--- src/rtl/mavg_pkg.sv ---
// Shared constants and fill-state type for the boxcar moving-average filter.
// Default geometry is 8-bit samples over an 8-entry window.
package mavg_pkg;

    localparam int WIDTH_DEF  = 8;
    localparam int DEPTH_DEF  = 8;
    localparam int LOG2_DEPTH = $clog2(DEPTH_DEF);
    localparam int SUM_W      = WIDTH_DEF + LOG2_DEPTH;

    typedef enum logic {
        ST_FILL = 1'b0,
        ST_RUN  = 1'b1
    } fill_state_t;

endpackage

--- src/rtl/mavg_ring.sv ---
// DEPTH x WIDTH circular sample window; the entry about to be overwritten
// (the oldest sample) is presented combinationally.
module mavg_ring
    import mavg_pkg::*;
#(
    parameter int WIDTH = WIDTH_DEF,
    parameter int DEPTH = DEPTH_DEF
) (
    input  logic             clk,
    input  logic             rst_n,
    input  logic             clear,
    input  logic             wr_en,
    input  logic [WIDTH-1:0] wr_data,
    output logic [WIDTH-1:0] oldest
);

    localparam int AW = $clog2(DEPTH);

    logic [WIDTH-1:0] r_mem [DEPTH];
    logic [AW-1:0]    r_wptr;

    // DEPTH is a power of two, so the pointer wraps naturally.
    always_ff @(posedge clk or negedge rst_n) begin
        if (!rst_n) begin
            r_mem  <= '{default: '0};
            r_wptr <= '0;
        end else if (clear) begin
            r_mem  <= '{default: '0};
            r_wptr <= '0;
        end else if (wr_en) begin
            r_mem[r_wptr] <= wr_data;
            r_wptr        <= r_wptr + 1'b1;
        end
    end

    assign oldest = r_mem[r_wptr];

endmodule

--- src/rtl/mavg_filter.sv ---
// Boxcar moving-average filter: running sum over the last DEPTH samples.
// Define MAVG_ROUND_EN to round half up instead of truncating toward -inf.
//
// state   | meaning
// ST_FILL | fewer than DEPTH samples since reset/clear, primed=0
// ST_RUN  | window full, primed=1 until reset or clear
module mavg_filter
    import mavg_pkg::*;
#(
    parameter int WIDTH = WIDTH_DEF,
    parameter int DEPTH = DEPTH_DEF
) (
    input  logic                    CLK100MHZ,
    input  logic                    reset_n,
    input  logic                    clear,
    input  logic signed [WIDTH-1:0] sample_in,
    input  logic                    sample_valid,
    output logic signed [WIDTH-1:0] filtered,
    output logic                    filtered_valid,
    output logic                    primed
);

    localparam int LOG2_D = $clog2(DEPTH);
    localparam int SUM_WL = WIDTH + LOG2_D;

    logic signed [WIDTH-1:0]  w_oldest;
    logic signed [SUM_WL-1:0] w_sum_next;
    logic signed [SUM_WL-1:0] w_biased;
    logic signed [WIDTH-1:0]  w_avg;
    logic                     w_accept;

    logic signed [SUM_WL-1:0] r_sum;
    logic [LOG2_D-1:0]        r_fill_cnt;
    fill_state_t              r_state;

    assign w_accept = sample_valid & ~clear;

    mavg_ring #(
        .WIDTH (WIDTH),
        .DEPTH (DEPTH)
    ) u_ring (
        .clk     (CLK100MHZ),
        .rst_n   (reset_n),
        .clear   (clear),
        .wr_en   (w_accept),
        .wr_data (sample_in),
        .oldest  (w_oldest)
    );

    assign w_sum_next = r_sum + SUM_WL'(sample_in) - SUM_WL'(w_oldest);

`ifdef MAVG_ROUND_EN
    localparam logic signed [SUM_WL-1:0] BIAS = SUM_WL'(1) << (LOG2_D - 1);
    assign w_biased = w_sum_next + BIAS;
`else
    assign w_biased = w_sum_next;
`endif

    // Bounded sum keeps the shifted result inside WIDTH bits.
    assign w_avg = WIDTH'(w_biased >>> LOG2_D);

    always_ff @(posedge CLK100MHZ or negedge reset_n) begin
        if (!reset_n) begin
            r_sum          <= '0;
            r_fill_cnt     <= '0;
            r_state        <= ST_FILL;
            filtered       <= '0;
            filtered_valid <= 1'b0;
        end else if (clear) begin
            r_sum          <= '0;
            r_fill_cnt     <= '0;
            r_state        <= ST_FILL;
            filtered_valid <= 1'b0;
        end else begin
            filtered_valid <= sample_valid;
            if (sample_valid) begin
                r_sum    <= w_sum_next;
                filtered <= w_avg;
                if (r_state == ST_FILL) begin
                    if (r_fill_cnt == LOG2_D'(DEPTH - 1)) begin
                        r_state <= ST_RUN;
                    end
                    r_fill_cnt <= r_fill_cnt + 1'b1;
                end
            end
        end
    end

    assign primed = (r_state == ST_RUN);

endmodule

--- config.mk ---
export PLATFORM = sky130hd
export DESIGN_NAME = mavg_filter
export DESIGN_NICKNAME = d
export VERILOG_FILES = /design/src/rtl/mavg_pkg.sv /design/src/rtl/mavg_ring.sv /design/src/rtl/mavg_filter.sv
export SDC_FILE = /design/constraint.sdc
export NUM_CORES = 1
export LEC_CHECK = 0
export CAP_MARGIN = 20
export CORE_UTILIZATION = 45
export CTS_BUF_LIST = sky130_fd_sc_hd__clkbuf_4 sky130_fd_sc_hd__clkbuf_8
export DETAILED_ROUTE_END_ITERATION = 8
export GPL_TIMING_DRIVEN = 0
export MAX_ROUTING_LAYER = met4
export PLACE_DENSITY = 0.63
export SLEW_MARGIN = 0
export SYNTH_ARGS = -nofsm -noshare
export SYNTH_HDL_FRONTEND = slang
export SYNTH_SLANG_ARGS = --single-unit
--- constraint.sdc ---
create_clock -name CLK100MHZ -period 8.7 [get_ports CLK100MHZ]
set_input_delay 1.305 -clock CLK100MHZ [delete_from_list [all_inputs] [get_ports CLK100MHZ]]
set_output_delay 1.305 -clock CLK100MHZ [all_outputs]
set_load 0.02 [all_outputs]
Yosys cells after proc, flatten, opt, wreduce, memory -nomap -nowiden
Cells that the tools add are included.
{"block": "classes", "n_bitwise": 3, "n_mux": 20, "n_lt_le_gt_ge": 2, "n_eq_ne": 2, "n_reduce_logical": 5, "addsub": 4}
{"op": "64-bit 2-to-1 mux", "count": 2}
{"op": "64-bit bitwise mux", "count": 1}
{"op": "8-bit binary-select mux with 3-bit select", "count": 1}
{"op": "8-bit demux with 3-bit select", "count": 1}
{"op": "8-bit 2-to-1 mux", "count": 3}
{"op": "11-bit 2-to-1 mux", "count": 2}
{"op": "3-bit 2-to-1 mux", "count": 5}
{"op": "11-bit by 8-bit adder with 11-bit output", "count": 1}
{"op": "11-bit by 8-bit subtractor with 11-bit output", "count": 1}
{"op": "3-bit by 1-bit adder with 3-bit output (second input constant)", "count": 2}
{"op": "1-bit 2-to-1 mux", "count": 5}
{"op": "4-bit >= comparator (second input constant)", "count": 1}
{"op": "4-bit by 1-bit less-than comparator with 1-bit output (second input constant)", "count": 1}
{"op": "3-bit inverter with 4-bit output", "count": 1}
{"op": "2-bit AND reduction", "count": 2}
{"op": "2-bit nonzero test", "count": 2}
{"op": "3-bit == test (second input constant)", "count": 1}
{"op": "2-bit != test (second input constant)", "count": 1}
{"op": "1-bit bitwise AND", "count": 1}
{"op": "1-bit logical AND", "count": 1}
{"op": "1-bit inverter", "count": 1}
{"block": "totals", "input_bits": 12, "regBits": 91, "output_inout_bits": 10, "elab_cells": 50}

Depth between registers and ports, before layout
Gate-level depths: netlist of run 1.
{"block": "depth", "word_depth": 8, "ltp_mapped": 16}

By module
From an unflattened synthesis of run 1, not the netlist that was laid out.
{"block": "unflattened", "hier_cells": 519, "area_unflattened_um2": 5171.2}
{"module": "mavg_ring", "area_per_inst_um2": 3407.0, "cells_per_inst": 332, "n_inst": 1}
{"module": "mavg_filter", "area_per_inst_um2": 1764.2, "cells_per_inst": 187, "n_inst": 1}

Worst setup path after synthesis of run 1
OpenSTA, ideal clock, no wires.
{"block": "synth_timing", "path_kind": "input to register", "from": "input port sample_in[1]", "to": "register filtered[7]", "path_stages": 10, "t_arrival_ns": 3.817, "setup_slack_ns": 4.758, "n_path_buf": 1, "cell_sequence": "clkbuf_1 > inv_1 > fa_1 > fa_1 > nand2b_2 > a211oi_2 > o21bai_2 > o2bb2ai_2 > xnor3_1 > mux2_4"}
{"block": "synth_via", "elab_chain_cells": 2}
{"element": "from (decl)", "line": "mavg_filter.sv:16", "rtl": "input logic signed [WIDTH-1:0] sample_in,"}
{"element": "11-bit by 8-bit adder with 11-bit output", "line": "mavg_filter.sv:50", "rtl": "assign w_sum_next = r_sum + SUM_WL'(sample_in) - SUM_WL'(w_oldest);"}
{"element": "11-bit by 8-bit subtractor with 11-bit output", "line": "mavg_filter.sv:50"}
{"element": "to (signal assigned)", "line": "mavg_filter.sv:78", "rtl": "filtered <= w_avg;"}
{"element": "to (decl)", "line": "mavg_filter.sv:18", "rtl": "output logic signed [WIDTH-1:0] filtered,"}
No other way between the ends.
A chain may end at the register's enable or synchronous reset.

Worst setup path in the final report of run 1
{"block": "layout_timing", "from": "input port sample_in[7]", "to": "register filtered[7]"}
Same word-level chain as after synthesis.

==> run_results.csv, run 1 <==
group,metric,value,unit
status,status,"complete, no violations",
placed_design,dpl.hpwl,9390,um
worst_setup_path,cp-start-kind,"primary input",
logic_synthesis,synth.avg_cell_area,9.07,um2
min_path,hp-class,"reg -> reg",
worst_setup_path,crit_arrival,4.57,ns
die,pin_count,22,
route,drc,0,
die,rows,38,
logic_synthesis,syn-num-nets,595,
die,fp.dieH,108,um
pwr,p_switching,458,uW
pwr,p_leak,0.00247,uW
placed_design,dp.cells,713,
cells_and_area,layout-drive-gt1-share,0.0934,
cts,clockRootBuffer,"clkbuf_8",
cts,clkSlewWorstSetupHoldPaths,0.08,ns
worst_setup_path,worstSetupPathType,"in -> reg",
global_route,grt.overflow.total,0,
cells_and_area,stdcell_area,5590,um2
sta,setup_viol,0,
route,wl,12800,um
logic_synthesis,async_reset_ff_frac,1.00,
placed_design,place_area,5400,um2
logic_synthesis,synth_cell_type_count,51,
logic_synthesis,ys.flop_type,"dfrtp_1",
worst_setup_path,required,8.97,ns
cells_and_area,synthToLayoutAreaGrowth,10.5,%
pwr,switching_share,0.357,
pwr,intPower,824,uW
sta,min_period_over_period,0.494,
pwr,p_comb_frac,0.393,
sta,hold_viol,0,
sta,setup_tns,0,ns
route,vias,3977,
sta,hold_slack,0.470,ns
pwr,power.density,229,nW/um2
cts,cts_buffer_depth,2,
worst_setup_path,rrSetupSlack,4.58,ns
cells_and_area,fin_cells,729,
sta,relSlewSlack,0.516,
logic_synthesis,yosysSeqAreaShare,0.450,
sta,tightest_slew,0.723,ns
sta,slew_violations,0,
cts,clock-sinks,91,
die,core_area,10900,um2
worst_setup_path,r2r-end,"filtered[7]$_DFFE_PN0P_",
route,firstDrtPassIters,4,
die,die_area,11700,um2
cts,ctsResizeCount,0,
route,wl_met3,664,um
sta,rsz0062_at_grt,"no",
sta,skew,0.0156,ns
worst_setup_path,reg2regPathDepth,11,
placed_design,place.gp.congestion,0.864,
logic_synthesis,netlist_area,5060,um2
logic_synthesis,yosysTopAreaCell,"dfrtp_1",
cts,cts_setup_buffers,0,
logic_synthesis,postSynthCellCount,558,
logic_synthesis,synth-edff-count,0,
die,start_util,0.465,
global_route,grt_max_degree,73,
worst_setup_path,crit_path_end_kind,"flip-flop",
cts,ctsHoldBuffers,0,
logic_synthesis,ys_top_cells_by_area,"dfrtp_1 45%, nand2_1 11%, a21oi_1 7.2%",
placed_design,portBuffers,14,
cells_and_area,finalNetCount,621,
route,wl_per_cell,17.6,um
route,ant_nets,0,
cts,tritoncts,"yes",
worst_setup_path,crit_path_end,"filtered[7]$_DFFE_PN0P_",
logic_synthesis,yosysMostFrequentCell,"nand2_1",
logic_synthesis,synth-seq-cells,91,
logic_synthesis,synth_common_cells,"155 x nand2_1, 91 x dfrtp_1, 73 x a21oi_1",
cts,h-tree-depth,3,
logic_synthesis,synth_top_area_share,0.450,
worst_setup_path,r2r-start,"u_ring.r_wptr[2]$_DFFE_PN0P_",
worst_setup_path,setup.worst_path.start,"sample_in[7]",
cts,numCtsBuffers,9,
route,routed_via_density,5.46,
logic_synthesis,synth_warnings,0,
route,drtIter0Drc,325,
global_route,grt_pass1_vias,4010,
sta,layout_min_cycle_time,4.30,ns
run,cap_violations,0,
global_route,grt_antenna_before_repair,0,
pwr,seqPwrFrac,0.380,
sta,max_freq,0.232,GHz
pwr,ir_worst_vdd,0.138,mV
worst_setup_path,path_max_fanout,9,
cts,clock_latency,0.38,ns
die,die_x,108,um
global_route,grt_pass1_wl,21100,um
route,wl_met2,6310,um
route,highest_layer,"met4",
route,drt-met1-wl,5570,um
cells_and_area,n_antenna_cell,0,
pwr,clkPwrFrac,0.227,
global_route,track_usage,0.250,
## layer usage
| metal | vias to the layer above | track usage |
|---|---|---|
| met3 | 19 | 0.0536 |
| li1 | 1896 | - |
| met1 | 1944 | 0.312 |
| met4 | 0 | 0.0998 |
| met5 | - | - |
| met2 | 118 | 0.395 |
## worst min-delay path by stage
stage,slack [ns],cells past startpoint,from,end
global route,0.51,2,filtered[3]$_DFFE_PN0P_,filtered[3]$_DFFE_PN0P_
global placement,0.46,2,filtered[6]$_DFFE_PN0P_,filtered[6]$_DFFE_PN0P_
CTS,0.48,2,filtered[6]$_DFFE_PN0P_,filtered[6]$_DFFE_PN0P_
floorplan,0.45,2,r_sum[8]$_DFFE_PN0P_,r_sum[8]$_DFFE_PN0P_
detailed placement,0.46,2,filtered[6]$_DFFE_PN0P_,filtered[6]$_DFFE_PN0P_
finish,0.47,2,filtered[6]$_DFFE_PN0P_,filtered[6]$_DFFE_PN0P_
## layout by cell type, fill, tap and decap left out, types with 3 or more instances in the layout
cell             instances
a21oi_1                 73
a22oi_1                  4
buf_1                    4
buf_2                    7
clkbuf_1                18
clkbuf_8                 9
clkdlybuf4s50_1         13
clkinv_2                 3
dfrtp_1                 91
fa_1                    10
ha_1                    15
inv_1                   40
mux2_2                   8
mux2i_1                 16
mux4_2                   8
nand2_1                155
nand2b_1                 8
nand3_1                 10
nor2_1                  24
nor2b_1                  8
nor3_2                   3
o21ai_0                  8
xnor2_1                  6
xor2_1                   4
## stage by stage
step	worst slack, ns	utilization	total power (uW)
finish	4.40	0.514	1280
global route	4.24	0.514	1370
CTS	4.41	0.514	1290
floorplan	4.76	-	863
detailed placement	4.04	0.496	1000
global placement	3.01	0.494	984
## critical path, cell delays in order
cell,delay (ns)
clkdlybuf4s50_1,0.51
clkbuf_1,0.38
inv_1,0.23
fa_1,0.58
inv_1,0.04
ha_1,0.37
a21oi_2,0.17
nor2b_1,0.07
nor3_2,0.13
o2bb2ai_2,0.16
xnor3_1,0.35
mux2_4,0.26
## power groups by stage
| stage | clock (uW) | combinational [uW] | sequential [uW] |
|---|---|---|---|
| final | 291 | 504 | 488 |
| after global routing | 313 | 560 | 493 |
| after CTS | 295 | 508 | 489 |
| after detailed placement | 0 | 503 | 497 |
| after global placement | 0 | 489 | 495 |
| after floorplan | 0 | 349 | 514 |
## registers in the layout (all words and copies together), names as in the netlist
register / flops
u_ring.r_mem: 64
filtered: 8
r_fill_cnt: 3
r_sum: 11
filtered_valid: 1
primed: 1
u_ring.r_wptr: 3
## area by class of cell
type,instances,area (um2)
buffer,30,125
clock buffer,11,139
clock inverter,5,53.8
fill,1037,5300
inverter,42,158
multi-input combinational,395,2500
sequential,91,2280
tap,140,175
timing repair buffer,15,165
## cells by family (layout without fill, tap and decap cells)
logic type / after synthesis / in the layout / synth area share
AOI/OAI and AO/OA: 107 / 107 / 0.124
xor gates and xnor gates: 11 / 11 / 0.0218
adders and majority gates: 25 / 25 / 0.0767
buffers and inverters: 72 / 103 / 0.0559
DFF: 91 / 91 / 0.450
muxes: 34 / 34 / 0.0903
and+or+nand+nor: 218 / 218 / 0.182
(Power assumes the default switching activity.)
==> run 2: changes to the inputs <==
- clock period: 8.7 -> 4.5 ns (I/O delays scaled with it)
==> results of run 2 <==
Same layout as run 1 (identical final DEF). Status: complete, no violations.
Main changes from that run: setup slack after placement 4.04 ns -> 0.444 ns; clock-pin slew on the worst setup and hold paths 0.08 ns -> 0.09 ns; setup slack after layout 4.40 ns -> 0.376 ns; hold slack 0.470 ns -> 0.176 ns; start point of the critical path sample_in[7] -> u_ring.r_wptr[2]$_DFFE_PN0P_; register-to-register setup slack 4.58 ns -> 0.38 ns; total power 1280 uW -> 2480 uW; worst IR drop on VDD 0.138 mV -> 0.266 mV
